==> src/rtl/sd_dma_ctl.sv <==
// Sector DMA sequencer between the spi2 byte engine and one DRAM arbiter requester port.
// Latency: cfg_start at cycle N gives busy and the first spi_start/dma_req at N+1; done pulses one cycle after the last word.
// Backpressure: each byte waits for spi_rdy and each DRAM access holds req/addr until dma_ack; no timeouts.
//
// Ports:
//   fclk, rst_n                      clock, async active-low reset
//   cfg_start/dir/addr/len           transfer request (dir 0: SD->RAM, 1: RAM->SD; len 0 = 2**LEN_W words)
//   busy, done                       status; done is a one-cycle pulse with busy already low
//   spi_start, spi_dout, spi_din,
//   spi_rdy                          spi2 byte handshake, low byte of each word first
//   dma_req, dma_rnw, dma_addr,
//   dma_wrdata, dma_bsel, dma_ack,
//   dma_rddata                       arbiter requester port (16-bit words)
//   crc16                            CRC16-CCITT of moved bytes when SD_DMA_CRC16_EN is defined, else 0
module sd_dma_ctl #(
  parameter int ADDR_W = 21,
  parameter int LEN_W  = 8
) (
  input  logic              fclk,
  input  logic              rst_n,
  input  logic              cfg_start,
  input  logic              cfg_dir,
  input  logic [ADDR_W-1:0] cfg_addr,
  input  logic [LEN_W-1:0]  cfg_len,
  output logic              busy,
  output logic              done,
  output logic              spi_start,
  output logic [7:0]        spi_dout,
  input  logic [7:0]        spi_din,
  input  logic              spi_rdy,
  output logic              dma_req,
  output logic              dma_rnw,
  output logic [ADDR_W-1:0] dma_addr,
  output logic [15:0]       dma_wrdata,
  output logic [1:0]        dma_bsel,
  input  logic              dma_ack,
  input  logic [15:0]       dma_rddata,
  output logic [15:0]       crc16
);

  typedef enum logic [2:0] {
    IDLE, RDMEM, SPI_LO, WAIT_LO, SPI_HI, WAIT_HI, WRMEM, FIN
  } state_t;

  state_t           state;
  logic             dir;
  logic [LEN_W:0]   rem;       // one bit wider so len==0 can hold 2**LEN_W
  logic [7:0]       byte_buf;  // dir=1: high byte of the read word; dir=0: received low byte
  logic             last_word;

  assign dma_bsel  = 2'b11;
  assign last_word = (rem == (LEN_W+1)'(1));

  // Outputs are registered and set on the edge that enters a state, so
  // spi_start is high exactly during SPI_LO/SPI_HI and dma_req during RDMEM/WRMEM.
  always_ff @(posedge fclk or negedge rst_n) begin
    if (!rst_n) begin
      state      <= IDLE;
      dir        <= 1'b0;
      rem        <= '0;
      byte_buf   <= 8'h00;
      busy       <= 1'b0;
      done       <= 1'b0;
      spi_start  <= 1'b0;
      spi_dout   <= 8'hFF;
      dma_req    <= 1'b0;
      dma_rnw    <= 1'b1;
      dma_addr   <= '0;
      dma_wrdata <= 16'h0000;
    end else begin
      case (state)
        IDLE: begin
          if (cfg_start) begin
            dir      <= cfg_dir;
            dma_addr <= cfg_addr;
            rem      <= (cfg_len == '0) ? {1'b1, {LEN_W{1'b0}}} : {1'b0, cfg_len};
            busy     <= 1'b1;
            if (cfg_dir) begin
              state   <= RDMEM;
              dma_req <= 1'b1;
              dma_rnw <= 1'b1;
            end else begin
              state     <= SPI_LO;
              spi_start <= 1'b1;
              spi_dout  <= 8'hFF;
            end
          end
        end
        RDMEM: begin
          if (dma_ack) begin
            dma_req   <= 1'b0;
            byte_buf  <= dma_rddata[15:8];
            state     <= SPI_LO;
            spi_start <= 1'b1;
            spi_dout  <= dma_rddata[7:0];
          end
        end
        SPI_LO: begin
          spi_start <= 1'b0;
          state     <= WAIT_LO;
        end
        WAIT_LO: begin
          if (spi_rdy) begin
            if (!dir) byte_buf <= spi_din;
            state     <= SPI_HI;
            spi_start <= 1'b1;
            spi_dout  <= dir ? byte_buf : 8'hFF;
          end
        end
        SPI_HI: begin
          spi_start <= 1'b0;
          state     <= WAIT_HI;
        end
        WAIT_HI: begin
          if (spi_rdy) begin
            if (!dir) begin
              state      <= WRMEM;
              dma_req    <= 1'b1;
              dma_rnw    <= 1'b0;
              dma_wrdata <= {spi_din, byte_buf};
            end else begin
              // next-word step (RAM->SD)
              dma_addr <= dma_addr + ADDR_W'(1);
              rem      <= rem - (LEN_W+1)'(1);
              if (last_word) begin
                state    <= FIN;
                done     <= 1'b1;
                busy     <= 1'b0;
                spi_dout <= 8'hFF;
              end else begin
                state   <= RDMEM;
                dma_req <= 1'b1;
                dma_rnw <= 1'b1;
              end
            end
          end
        end
        WRMEM: begin
          if (dma_ack) begin
            dma_req  <= 1'b0;
            // next-word step (SD->RAM)
            dma_addr <= dma_addr + ADDR_W'(1);
            rem      <= rem - (LEN_W+1)'(1);
            if (last_word) begin
              state <= FIN;
              done  <= 1'b1;
              busy  <= 1'b0;
            end else begin
              state     <= SPI_LO;
              spi_start <= 1'b1;
              spi_dout  <= 8'hFF;
            end
          end
        end
        FIN: begin
          done  <= 1'b0;
          state <= IDLE;
        end
        default: state <= IDLE;
      endcase
    end
  end

`ifdef SD_DMA_CRC16_EN
  // CRC16-CCITT, poly 0x1021, MSB first, one byte per call.
  function automatic logic [15:0] crc_byte(input logic [15:0] c, input logic [7:0] b);
    logic [15:0] r;
    r = c ^ {b, 8'h00};
    for (int i = 0; i < 8; i++) begin
      r = r[15] ? ((r << 1) ^ 16'h1021) : (r << 1);
    end
    return r;
  endfunction

  // A byte counts as moved when spi_rdy completes it; during WAIT_* spi_dout
  // still holds the byte that was shifted out.
  always_ff @(posedge fclk or negedge rst_n) begin
    if (!rst_n) begin
      crc16 <= 16'h0000;
    end else if (state == IDLE && cfg_start) begin
      crc16 <= 16'h0000;
    end else if (spi_rdy && (state == WAIT_LO || state == WAIT_HI)) begin
      crc16 <= crc_byte(crc16, dir ? spi_dout : spi_din);
    end
  end
`else
  assign crc16 = 16'h0000;
`endif

endmodule

==> config.mk <==
export PLATFORM = sky130hd
export DESIGN_NAME = sd_dma_ctl
export DESIGN_NICKNAME = d
export VERILOG_FILES = /design/src/rtl/sd_dma_ctl.sv
export SDC_FILE = /design/constraint.sdc
export NUM_CORES = 1
export LEC_CHECK = 0
export ABC_AREA = 1
export CORE_UTILIZATION = 30
export CTS_CLUSTER_SIZE = 20
export DETAILED_ROUTE_END_ITERATION = 10
export PLACE_DENSITY = 0.65
export SLEW_MARGIN = 20
export SYNTH_ARGS = -nofsm -noshare
export SYNTH_HDL_FRONTEND = slang
export SYNTH_SLANG_ARGS = --single-unit
==> constraint.sdc <==
create_clock -name fclk -period 1.6 [get_ports fclk]
set_input_delay 0.24 -clock fclk [delete_from_list [all_inputs] [get_ports fclk]]
set_output_delay 0.24 -clock fclk [all_outputs]
set_load 0.005 [all_outputs]
### Yosys cells after proc, flatten, opt, wreduce, memory -nomap -nowiden

Index checks and enable logic that the tools add are counted.

* add/sub/neg operators: 2
* $mul: 0
* divide/modulo/power cells: 0
* magnitude comparators: 0
* eq/ne operators: 21
* shifts and indexed selects: 0
* mux-type cells: 63
* bitwise logic cells: 1
* reduce and logical (&&, ||, !) cells: 21

Operator list (number)
* two-way mux 8 bit: 13
* two-way mux 21 bit: 4
* case mux 21 bit (3 select lines): 1
* two-way mux 9 bit: 5
* case mux 8 bit (5 select lines): 1
* case mux 9 bit (3 select lines): 1
* two-way mux 3 bit: 8
* case mux 3 bit (8 select lines): 1
* two-way mux 1 bit: 22
* inequality test 2 bit (second input constant): 11
* adder 21 x 1 -> 21 bit (second input constant): 1
* case mux 8 bit (2 select lines): 1
* AND reduction 5 bit: 3
* equality test 3 bit (second input constant): 4
* AND reduction 10 bit: 1
* nonzero test 5 bit: 2
* equality test 9 x 1 -> 1 bit (second input constant): 1
* case mux 1 bit (3 select lines): 3
* nonzero test 3 bit: 3
* subtractor 9 x 1 -> 9 bit (second input constant): 1
* zero test 8 bit: 1
* AND reduction 4 bit: 2
* AND reduction 7 bit: 1
* equality test 3 x 2 -> 1 bit (second input constant): 2
* other kinds (13): 15

* register bits: 71
* bits in latches: 0
* bits in writable memories: 0
* ROM bits: 0
* output and inout bits: 68
* logic and storage cells: 120
* memories kept: 0

### Logic depth before layout (Yosys ltp)

Gate-level depths: netlist of the first run.

* word-level depth: 5
* depth in mapped cells: 11

### Worst setup path after synthesis of the first run

No wires, ideal clock.

* path kind: register -> register
* start: reg state[0]
* end: reg dma_addr[6]
* library setup time: 0.124 ns
* data arrival time: 1.417 ns
* slack: 0.059 ns
* stages on the path, launching flop included: 11
* path buffers: 2
* cell sequence: dfrtp_1 > buf_2 > nand3_1 > nand2_2 > nor2_1 > inv_1 > nand2_2 > inv_2 > buf_2 > nand3_1 > nand2_1

* longest elaborated chain between the ends: 3
* elaborated cells on any way between the ends: 10

RTL lines
* from (decl): RTL line 45 `state_t state;`
* from (signal assigned): RTL line 58 `state <= IDLE;`
* from (signal assigned): RTL line 79 `state <= RDMEM;`
* from (signal assigned): RTL line 83 `state <= SPI_LO;`
* equality test 3 bit / zero test 3 bit (equally long branches): RTL line 71 `case (state)`
* inequality test 2 bit (no line) / nonzero test 3 bit (equally long branches)
* AND reduction 5 bit (no line)
* to (signal assigned): RTL line 75 `dma_addr <= cfg_addr;`
* to (signal assigned): RTL line 123 `dma_addr <= dma_addr + ADDR_W'(1);`
* to (signal assigned): RTL line 142 `dma_addr <= dma_addr + ADDR_W'(1);`
* to (decl): RTL line 33 `output logic [ADDR_W-1:0] dma_addr,`

Parallel ways exist; a longest one is shown, timed or not.
A chain may end at the register's enable or synchronous reset.

### Final worst setup path of the first run

* start: reg state[0]
* end: reg spi_dout[6]

* longest elaborated chain between the ends: 3
* elaborated cells on any way between the ends: 17

RTL lines
* equality test 3 bit (tied with other cells): RTL line 71
* nonzero test 5 bit (no line) / inequality test 2 bit (equally long branches)
* AND reduction 10 bit (no line)
* to (signal assigned): RTL line 95 `spi_dout <= dma_rddata[7:0];`
* to (signal assigned): RTL line 107 `spi_dout <= dir ? byte_buf : 8'hFF;`
* to (decl): RTL line 28 `output logic [7:0] spi_dout,`

Parallel ways exist; a longest one is shown, timed or not.

==> impl_results.md, run 1 <==
- Status: finished with violations
- Failing checks: negative setup slack
- Reg2reg start: state[0]
- Netlist cell types: 33
- Startpoint types: flip-flop
- Period minus WS final: 1.61 ns
- HP Class: in2async
- Achievable Freq: 619 MHz
- Total clock buffers created by CTS: 9
- Setup CP Type: reg2reg
- Post-synth top area share: 36.6%
- Fillers: 1,333
- Final setup violation count: 14
- Post-synth top area cell: dfrtp_1
- Cell Area, Placed: ~6000 um^2
- Crit path top cell by count: nor2_4
- Arrival @ worst endpoint: 1.89 ns
- Crit-path cells: nand2_4 > nor2_4 > nand2_2 > nand2_4 > nor2_4 > buf_6 > nand3_4 > buf_6 > nor2_4 > nand2_1 > nand2_1
- Port buffer count: 108
- Final period util: 101%
- Mapped Area: between 4000 and 5000 um^2
- RSZ-0062 raised after global routing: true
- Total Power: 0.0124 W
- Worst path bufs/invs: 2
- Setup crit end kind: flip-flop
- Global-route usage over all layers: 17.5%
- Placer's final routability congestion estimate: about 0.89
- Design area: 6660 um^2
- N_diodes: 0
- Leak: 3.18 nW
- Initial Utilization: between 30 and 40%
- TritonCTS clock tree: done
- Pwr per Cell Area: between 1500 and 2000 nW/um^2
- R2R depth: 11
- Fin nets: 857
- Area contributors post-synth: dfrtp_1, nand2_1, nor2_1
- Routed Antenna Nets: 0
- Vias in the first global route: 4,024
- CP max-delay cell: dfrtp_2
- Worst setup margin: -0.0150 ns
- IO Pins: 127
- H-tree depth: 3
- Clock Tree Buf Depth: 2
- DRT iter0 DRCs: 234
- Slowest stage delay, CP: around 0.47 ns
- Synth Area per Inst: between 7 and 8 um^2
- Synth Register Bits: between 70 and 80
- First-pass GRT wire length: 19,900 um
- Total wire length: 12,600 um
- Initial antenna violation count: 0
- Site row count: 43
- Drt first pass iters: 4
- Worst IR drop on VDD: 0.000773 V
- # DRC: 0
- Max FO, Critical Path: 8
- DPL Wire Length: 9130 um
- Final worst clock skew: 0.00494 ns
- Data required time at the worst endpoint: 1.87 ns
- Worst reg2reg path endpoint: spi_dout[6]
- DIE WIDTH: 121 um
- Die area: 14,600 um^2
- Skew-Pair Late Insertion Delay: roughly 0.33 ns
- Core box area: 13,800 um^2
- Final core utilization: approximately 48%
- FF-to-FF setup slack: -0.01 ns
- Via/cell ratio: 4.49
- Final hold violation count: 0
- Via count: 4,402
- Synthesis-to-layout area growth: 57.3%
- Fraction of layout instances using a drive strength above 1: 21.0%
- Register area share after synthesis: 42.2%
- Commonest cells after routing, fill and taps aside: nand2_1, clkdlybuf4s50_1, buf_4, nor2_1, dfrtp_1
- Commonest non-fill, non-tap cell in the layout: nand2_1
- Largest net degree at the start of global routing: 72
- Syn. warnings: 0
- Clock Sinks: 71
- Max_cap viols: 0
- Syn Inst Count: 605
- Clock slew at reported path FFs: 0.06 ns
- WL per Instance: 12.8 um
- Setup TNS: -0.105 ns
- Min Hold Slack: about 0.46 ns
- Die H: 121 um
- Clock root buffer master: clkbuf_16
- Slew Viols, Final: 0
- Congestion Overflow GR: 0
- CP delay by family, top: simple AND/OR/NAND/NOR gates
-- report_power, final --
| group | total, W | internal, W | switching [W] | leakage [nW] |
|---|---|---|---|---|
| sequential | 0.00339 | 0.00272 | 0.000679 | 0.870 |
| combinational | 0.00720 | 0.00364 | 0.00356 | 2.18 |
| clock | 0.00182 | 0.00109 | 0.000725 | 0.128 |
-- sequential cells by signal, indices dropped and copies added, names as in the netlist, 3 cells and up --
name and count:
dma_addr 21, state 3, byte_buf 8, rem 9, spi_dout 8, dma_wrdata 16
-- metal layers --
| layer | up-vias | GRT usage [%] | wire, um |
|---|---|---|---|
| li1 | 2293 | - | - |
| met5 | - | 0 | 0 |
| met2 | 103 | 27.8 | 5930 |
| met3 | 22 | 3.63 | 440 |
| met4 | 0 | 6.40 | 321 |
| met1 | 1984 | 23.3 | 5860 |
-- worst min-delay path, cell delays in order --
cell           delay, ns
dlygate4sd3_1       0.52
buf_2               0.12
buf_12              0.31
-- worst max path at each step --
stage | from | to | slack (ns) | cells past startpoint
floorplan | state[0] | dma_addr[6] | 0.06 | 10
global placement | cfg_start | spi_dout[6] | -0.30 | 11
detailed placement | cfg_start | dma_addr[20] | -0.31 | 9
CTS | rem[1] | spi_dout[6] | -0.02 | 11
global route | state[0] | spi_dout[6] | -0.11 | 11
finish | state[0] | spi_dout[6] | -0.01 | 11
-- what timing repair did --
item	CTS	global route
resized for setup	30	63
pin swaps	9	12
setup endpoints to repair	53	62
buffers inserted	11	1
hold buffers	1	0
gates cloned	1	2
endpoints found under the hold margin	62	0
-- cell type report --
cell class                      count  area, um^2  area share, %
Inverter                           52         198           2.97
Tap cell                          180         225           3.38
Clock buffer                       15         258           3.87
Multi-Input combinational cell    465        2290           34.3
Clock inverter                      1        5.00         0.0751
Sequential cell                    71        1800           27.0
Timing Repair Buffer              196        1890           28.4
-- logic make-up after synthesis --
logic type / count (synthesis) / synth area share [%]
AOI/OAI and AO/OA: 96 / 12.0
xor gates and xnor gates: 11 / 2.27
adders and majority gates: 3 / 0.886
buffers and inverters: 85 / 9.63
DFF: 71 / 42.2
other: 2 / 0.177
and+or+nand+nor: 337 / 32.8
-- cells in the mapped netlist --
master	n
o21ai_1	21
a21boi_1	1
nand3_1	41
nand2_2	3
nor2_1	72
clkbuf_1	5
nor2_2	1
inv_2	5
inv_1	47
nor2_4	2
o211ai_1	2
nand4_1	7
a21oi_1	16
xor2_1	6
buf_6	1
o21ai_0	48
ha_1	3
o21a_1	1
nor3_4	1
xnor2_1	5
buf_4	20
buf_2	5
buf_1	2
dfrtp_1	62
conb_1	2
o21bai_1	1
nor4_1	2
or2_2	1
nor3_1	3
dfstp_2	9
a22oi_1	6
nand2_1	202
nand3b_1	2
-- through the flow --
stage,cells,setup WS [ns]
floorplan,621,0.0590
global placement,948,-0.303
detailed placement,948,-0.310
CTS,977,-0.0175
global route,980,-0.105
finish,980,-0.0150
(Power assumes the default switching activity.)
==> run 2: changes to the inputs <==
Settings changed: PLACE_DENSITY 0.65 to not set.
==> run 2 against run 1 <==
  * The run still ends with negative setup slack left
  * Register-to-register slack lost 0.03 ns
  * Die area is the same
  * Global-route usage grew 0.95 points
  * Sequential power is essentially flat
  * Non-clock buffer count grew 7
  * Flip-flop and latch count is the same
  * Sequential share of layout area shrank 0.47 points
  * Setup slack lost 0.034 ns
  * Combinational power grew 4.0%
  * Maximum frequency shrank 2.0%
  * Count of clock-buffer cells in the layout shrank 3
  * Largest power group unchanged
==> impl_results.md, run 2 (synthesis results as in run 1) <==
- Status: finished with violations
- Failing checks: negative setup slack
- Initial Utilization: 30.6%
- Vias in the first global route: 4,386
- Startpoint types: flip-flop
- Initial antenna violation count: 0
- Routed Antenna Nets: 0
- Setup crit end kind: flip-flop
- Data required time at the worst endpoint: 1.88 ns
- Pwr per Cell Area: 1890 nW/um^2
- Arrival @ worst endpoint: 1.93 ns
- Leak: 3.18 nW
- Top Registers: dma_addr (21), dma_wrdata (16), rem (9)
- Total clock buffers created by CTS: 9
- DPL Wire Length: roughly 9600 um
- N_diodes: 0
- Worst setup margin: -0.0485 ns
- Drt first pass iters: 4
- Congestion Overflow GR: 0
- First-pass GRT wire length: 21,000 um
- Site row count: 43
- TritonCTS clock tree: done
- Via count: 4,567
- Fin nets: roughly 860
- Setup CP Type: reg2reg
- Slowest stage delay, CP: 0.47 ns
- Clock Sinks: 71
- RSZ-0062 raised after global routing: true
- Commonest non-fill, non-tap cell in the layout: nand2_1
- Placer's final routability congestion estimate: around 0.88
- Commonest cells after routing, fill and taps aside: nand2_1, clkdlybuf4s50_1, buf_4, nor2_1, dfrtp_1
- Crit-path cells: inv_2 > nor2_2 > nand3_2 > nand2_2 > nor2_4 > buf_6 > nand3_4 > buf_6 > nor2_4 > nand2_1 > nand2_1
- Total wire length: 13,300 um
- Max FO, Critical Path: 8
- Pre-CTS WS: -0.249 ns
- Synthesis-to-layout area growth: 60.3%
- Largest reg by FF count: dma_addr
- Clock Tree Buf Depth: 2
- Final core utilization: roughly half
- Fraction of layout instances using a drive strength above 1: 24.9%
- Final hold violation count: 0
- Clock root buffer master: clkbuf_16
- Global-route usage over all layers: 18.4%
- Reg2reg start: state[1]
- Port buffer count: 108
- Max FFs per register: 21
- # DRC: 0
- Die area: 14,600 um^2
- CP max-delay cell: dfrtp_2
- Max_cap viols: 0
- Achievable Freq: approximately 610 MHz
- Clock slew at reported path FFs: 0.06 ns
- DIE WIDTH: 121 um
- Die H: 121 um
- IO Pins: 127
- HP Class: in2async
- Largest net degree at the start of global routing: 72
- WL per Instance: 13.5 um
- Setup TNS: -0.390 ns
- Crit. Startpoint: state[1]
- Via/cell ratio: ~4.6
- Fillers: 1,315
- Final setup violation count: 11
- Total Power: 0.0129 W
- Final period util: 103%
- Core box area: 13,800 um^2
- Period minus WS final: 1.65 ns
- Final worst clock skew: 0.00874 ns
- Skew-Pair Late Insertion Delay: between 0.3 and 0.4 ns
- Min Hold Slack: 0.456 ns
- DRT iter0 DRCs: 254
- Worst IR drop on VDD: 0.000812 V
- H-tree depth: 3
- Slew Viols, Final: 0
-- run 2: worst max-delay path: cells and delay by family, from the launching register on --
family	cells	cell delay, ns
buf+inv	3	0.37
flops	1	0.47
simple gates	8	0.75
-- run 2: layout make-up --
| type | instances | area, um^2 | share of cell area [%] |
|---|---|---|---|
| multi-input combinational | 465 | 2350 | 34.6 |
| clock inverter | 4 | 47.5 | 0.700 |
| inverter | 52 | 200 | 2.95 |
| sequential | 71 | 1800 | 26.5 |
| tap | 180 | 225 | 3.32 |
| clock buffer | 12 | 236 | 3.48 |
| timing repair buffer | 203 | 1930 | 28.4 |
-- run 2: per-stage QoR --
| stage | instance area [um^2] | std cells |
|---|---|---|
| floorplan | 4300 | 621 |
| global placement | 6010 | 950 |
| detailed placement | 6010 | 950 |
| CTS | 6400 | 974 |
| global route | 6790 | 987 |
| finish | 6790 | 987 |
-- run 2: where the power goes --
group	switching, W	internal [W]	total (W)	leakage [nW]
clock network	0.000767	0.00120	0.00197	0.137
logic	0.00376	0.00373	0.00749	2.18
registers	0.000680	0.00272	0.00340	0.867
-- run 2: path summary, 6_finish.rpt --
path / endpoint / slack (ns) / depth (start not counted)
max: spi_dout[1] / -0.05 / 11
max reg2reg: spi_dout[1] / -0.05 / 11
max in group asynchronous: dma_addr[11] / 0.81 / 3
min in group fclk: spi_dout[2] / 0.47 / 2
min reg2reg: spi_dout[2] / 0.47 / 2
min: dma_wrdata[3] / 0.46 / 3
-- run 2: repair_timing --
action                                 in CTS  in global routing
gates cloned                                0                  3
pin swaps                                   5                 22
endpoints found under the hold margin      62                  0
hold buffers                                1                  0
setup endpoints to repair                  55                 60
setup buffers                               7                 10
gates resized for setup                    28                 87
-- run 2: routing by layer --
metal	global-route usage, %	part of all wire, %	vias up
li1	-	-	2296
met3	3.11	3.9	14
met1	23.3	45	2137
met4	7.18	1.5	0
met5	0	0	-
met2	31.1	50	120
==> run 3: changes to the inputs <==
Clock period 1.6 ns to 1.41 ns, I/O delays scaled along.
==> run 3 against run 2 <==
  * The flow still finishes with violations (negative setup slack)
  * Setup slack worse by 0.21 ns
  * Clock skew hardly changed
  * Non-clock buffer count is 50 higher
  * Total power is 21% higher
  * Sequential power grew 8.8%
  * Largest power group unchanged
  * Combinational power rose by 27%
  * Via count up 8.3%
  * Utilization rose by 4.1 points
  * Global-route usage rose by 2.3 points
  * Count of clock-buffer cells in the layout decreased by 3
  * First-iteration DRC count is 25% higher
==> impl_results.md, run 3 (synthesis results as in run 1) <==
- Max FFs per register: 21
- Total clock buffers created by CTS: 9
- Largest reg by FF count: dma_addr
- Skew-Pair Late Insertion Delay: ~0.34 ns
- Total Power: ~0.016 W
- Worst IR drop on VDD: 0.00115 V
- Reg2reg start: state[0]
- Die H: 121 um
- Worst setup margin: -0.258 ns
- Status: finished with violations
- Setup TNS: -12.89 ns
- N_diodes: 0
- Vias in the first global route: ~4,900
- Total wire length: 15,100 um
- Fraction of layout instances using a drive strength above 1: 30.5%
- Congestion Overflow GR: 0
- Clock slew at reported path FFs: about 0.060 ns
- R2R depth: 11
- Crit-path cells: buf_6 > nand2_4 > nor2_4 > nand2_1 > nand2_2 > nor2_4 > buf_6 > nand3_4 > nor2_4 > nand2_1 > nand2_1
- Slew Viols, Final: 0
- Die area: 14,600 um^2
- Via count: 4,946
- Pwr per Cell Area: 2110 nW/um^2
- DIE WIDTH: 121 um
- Clock Sinks: 71
- Final hold violation count: 0
- Period minus WS final: about 1.7 ns
- Port buffer count: 108
- First-pass GRT wire length: ~24,000 um
- TritonCTS clock tree: done
- # DRC: 0
- Failing checks: negative setup slack
- HP Class: in2async
- Arrival @ worst endpoint: 1.95 ns
- Final core utilization: 53.2%
- Fillers: 1,272
- CP delay by family, top: simple AND/OR/NAND/NOR gates
- FF-to-FF setup slack: -0.26 ns
- Clock Tree Buf Depth: 2
- Initial antenna violation count: 0
- Crit. Startpoint: state[0]
- Core box area: 13,800 um^2
- Final period util: 118%
- Leak: 3.68 nW
- RSZ-0062 raised after global routing: true
- Drt first pass iters: 4
- Placer's final routability congestion estimate: about 0.91
- Setup crit end kind: flip-flop
- Pre-CTS WS: -0.380 ns
- Fin nets: slightly above 900
- Worst path bufs/invs: 2
- Min Hold Slack: 0.425 ns
- Final worst clock skew: 0.00868 ns
- H-tree depth: 3
- Setup CP Type: reg2reg
- Data required time at the worst endpoint: 1.69 ns
- Via/cell ratio: around 4.8
- Startpoint types: flip-flop
- DPL Wire Length: 9770 um
- DRT iter0 DRCs: 317
- Global-route usage over all layers: 20.8%
- Synthesis-to-layout area growth: 73.8%
- Top Registers: dma_addr (21), dma_wrdata (16), rem (9)
- Site row count: 43
- IO Pins: 127
- Clock root buffer master: clkbuf_16
- CP max-delay cell: dfrtp_2
- Crit path depth: 11
- Final setup violation count: 70
- Initial Utilization: 30.6%
- Largest net degree at the start of global routing: 72
- Routed Antenna Nets: 0
- Max FO, Critical Path: 8
- Commonest cells after routing, fill and taps aside: nand2_1, buf_4, nor2_1, clkdlybuf4s50_1, dfrtp_1
- WL per Instance: 14.5 um
- Max_cap viols: 0
- Commonest non-fill, non-tap cell in the layout: nand2_1
- Slowest stage delay, CP: 0.45 ns
- Achievable Freq: 600 MHz
## run 3: layout make-up
class,instances,area [um^2],share of cell area [%]
repair buffers,253,2360,32.1
multi-input cells,467,2460,33.4
well taps,180,225,3.06
clock inverters,7,77.6,1.05
flip-flops and latches,71,1800,24.4
clock buffers,9,225,3.06
inverters,52,208,2.82
## run 3: where the power goes
part	internal (W)	switching (W)
combinational	0.00464	0.00485
clock	0.00139	0.000986
sequential	0.00308	0.000616
## run 3: final timing paths
kind,to
setup / recovery,spi_dout[7]
hold / removal,done
setup reg to reg,spi_dout[7]
hold reg to reg,spi_dout[3]
max in group asynchronous,dma_addr[15]
min in group fclk,dma_wrdata[13]
## run 3: metal layers
metal	up-vias	GRT usage, %	wire length [um]
met2	183	35.1	7330
met4	0	8.87	462
met5	-	0	0
li1	2425	-	-
met1	2302	25.8	6470
met3	36	3.77	817
## run 3: worst register-to-register path: stages (launching register included)
cell,delay (ns)
dfrtp_2,0.45
buf_6,0.13
nand2_4,0.06
nor2_4,0.05
nand2_1,0.07
nand2_2,0.08
nor2_4,0.17
buf_6,0.13
nand3_4,0.08
nor2_4,0.20
nand2_1,0.09
nand2_1,0.09
## run 3: stage by stage
step / cells / cell area (um^2)
final: 1039 / 7360
after global routing: 1039 / 7360
after CTS: 1032 / 7170
after detailed placement: 966 / 6230
after global placement: 966 / 6230
after floorplan: 621 / 4410
## run 3: repair_timing
action | in CTS | in global routing
gates resized for setup | 130 | 55
gates cloned | 8 | 0
setup buffers | 44 | 9
endpoints found under the setup margin | 118 | 77
hold endpoints to repair | 62 | 0
pin swaps | 16 | 15
hold buffers | 1 | 0
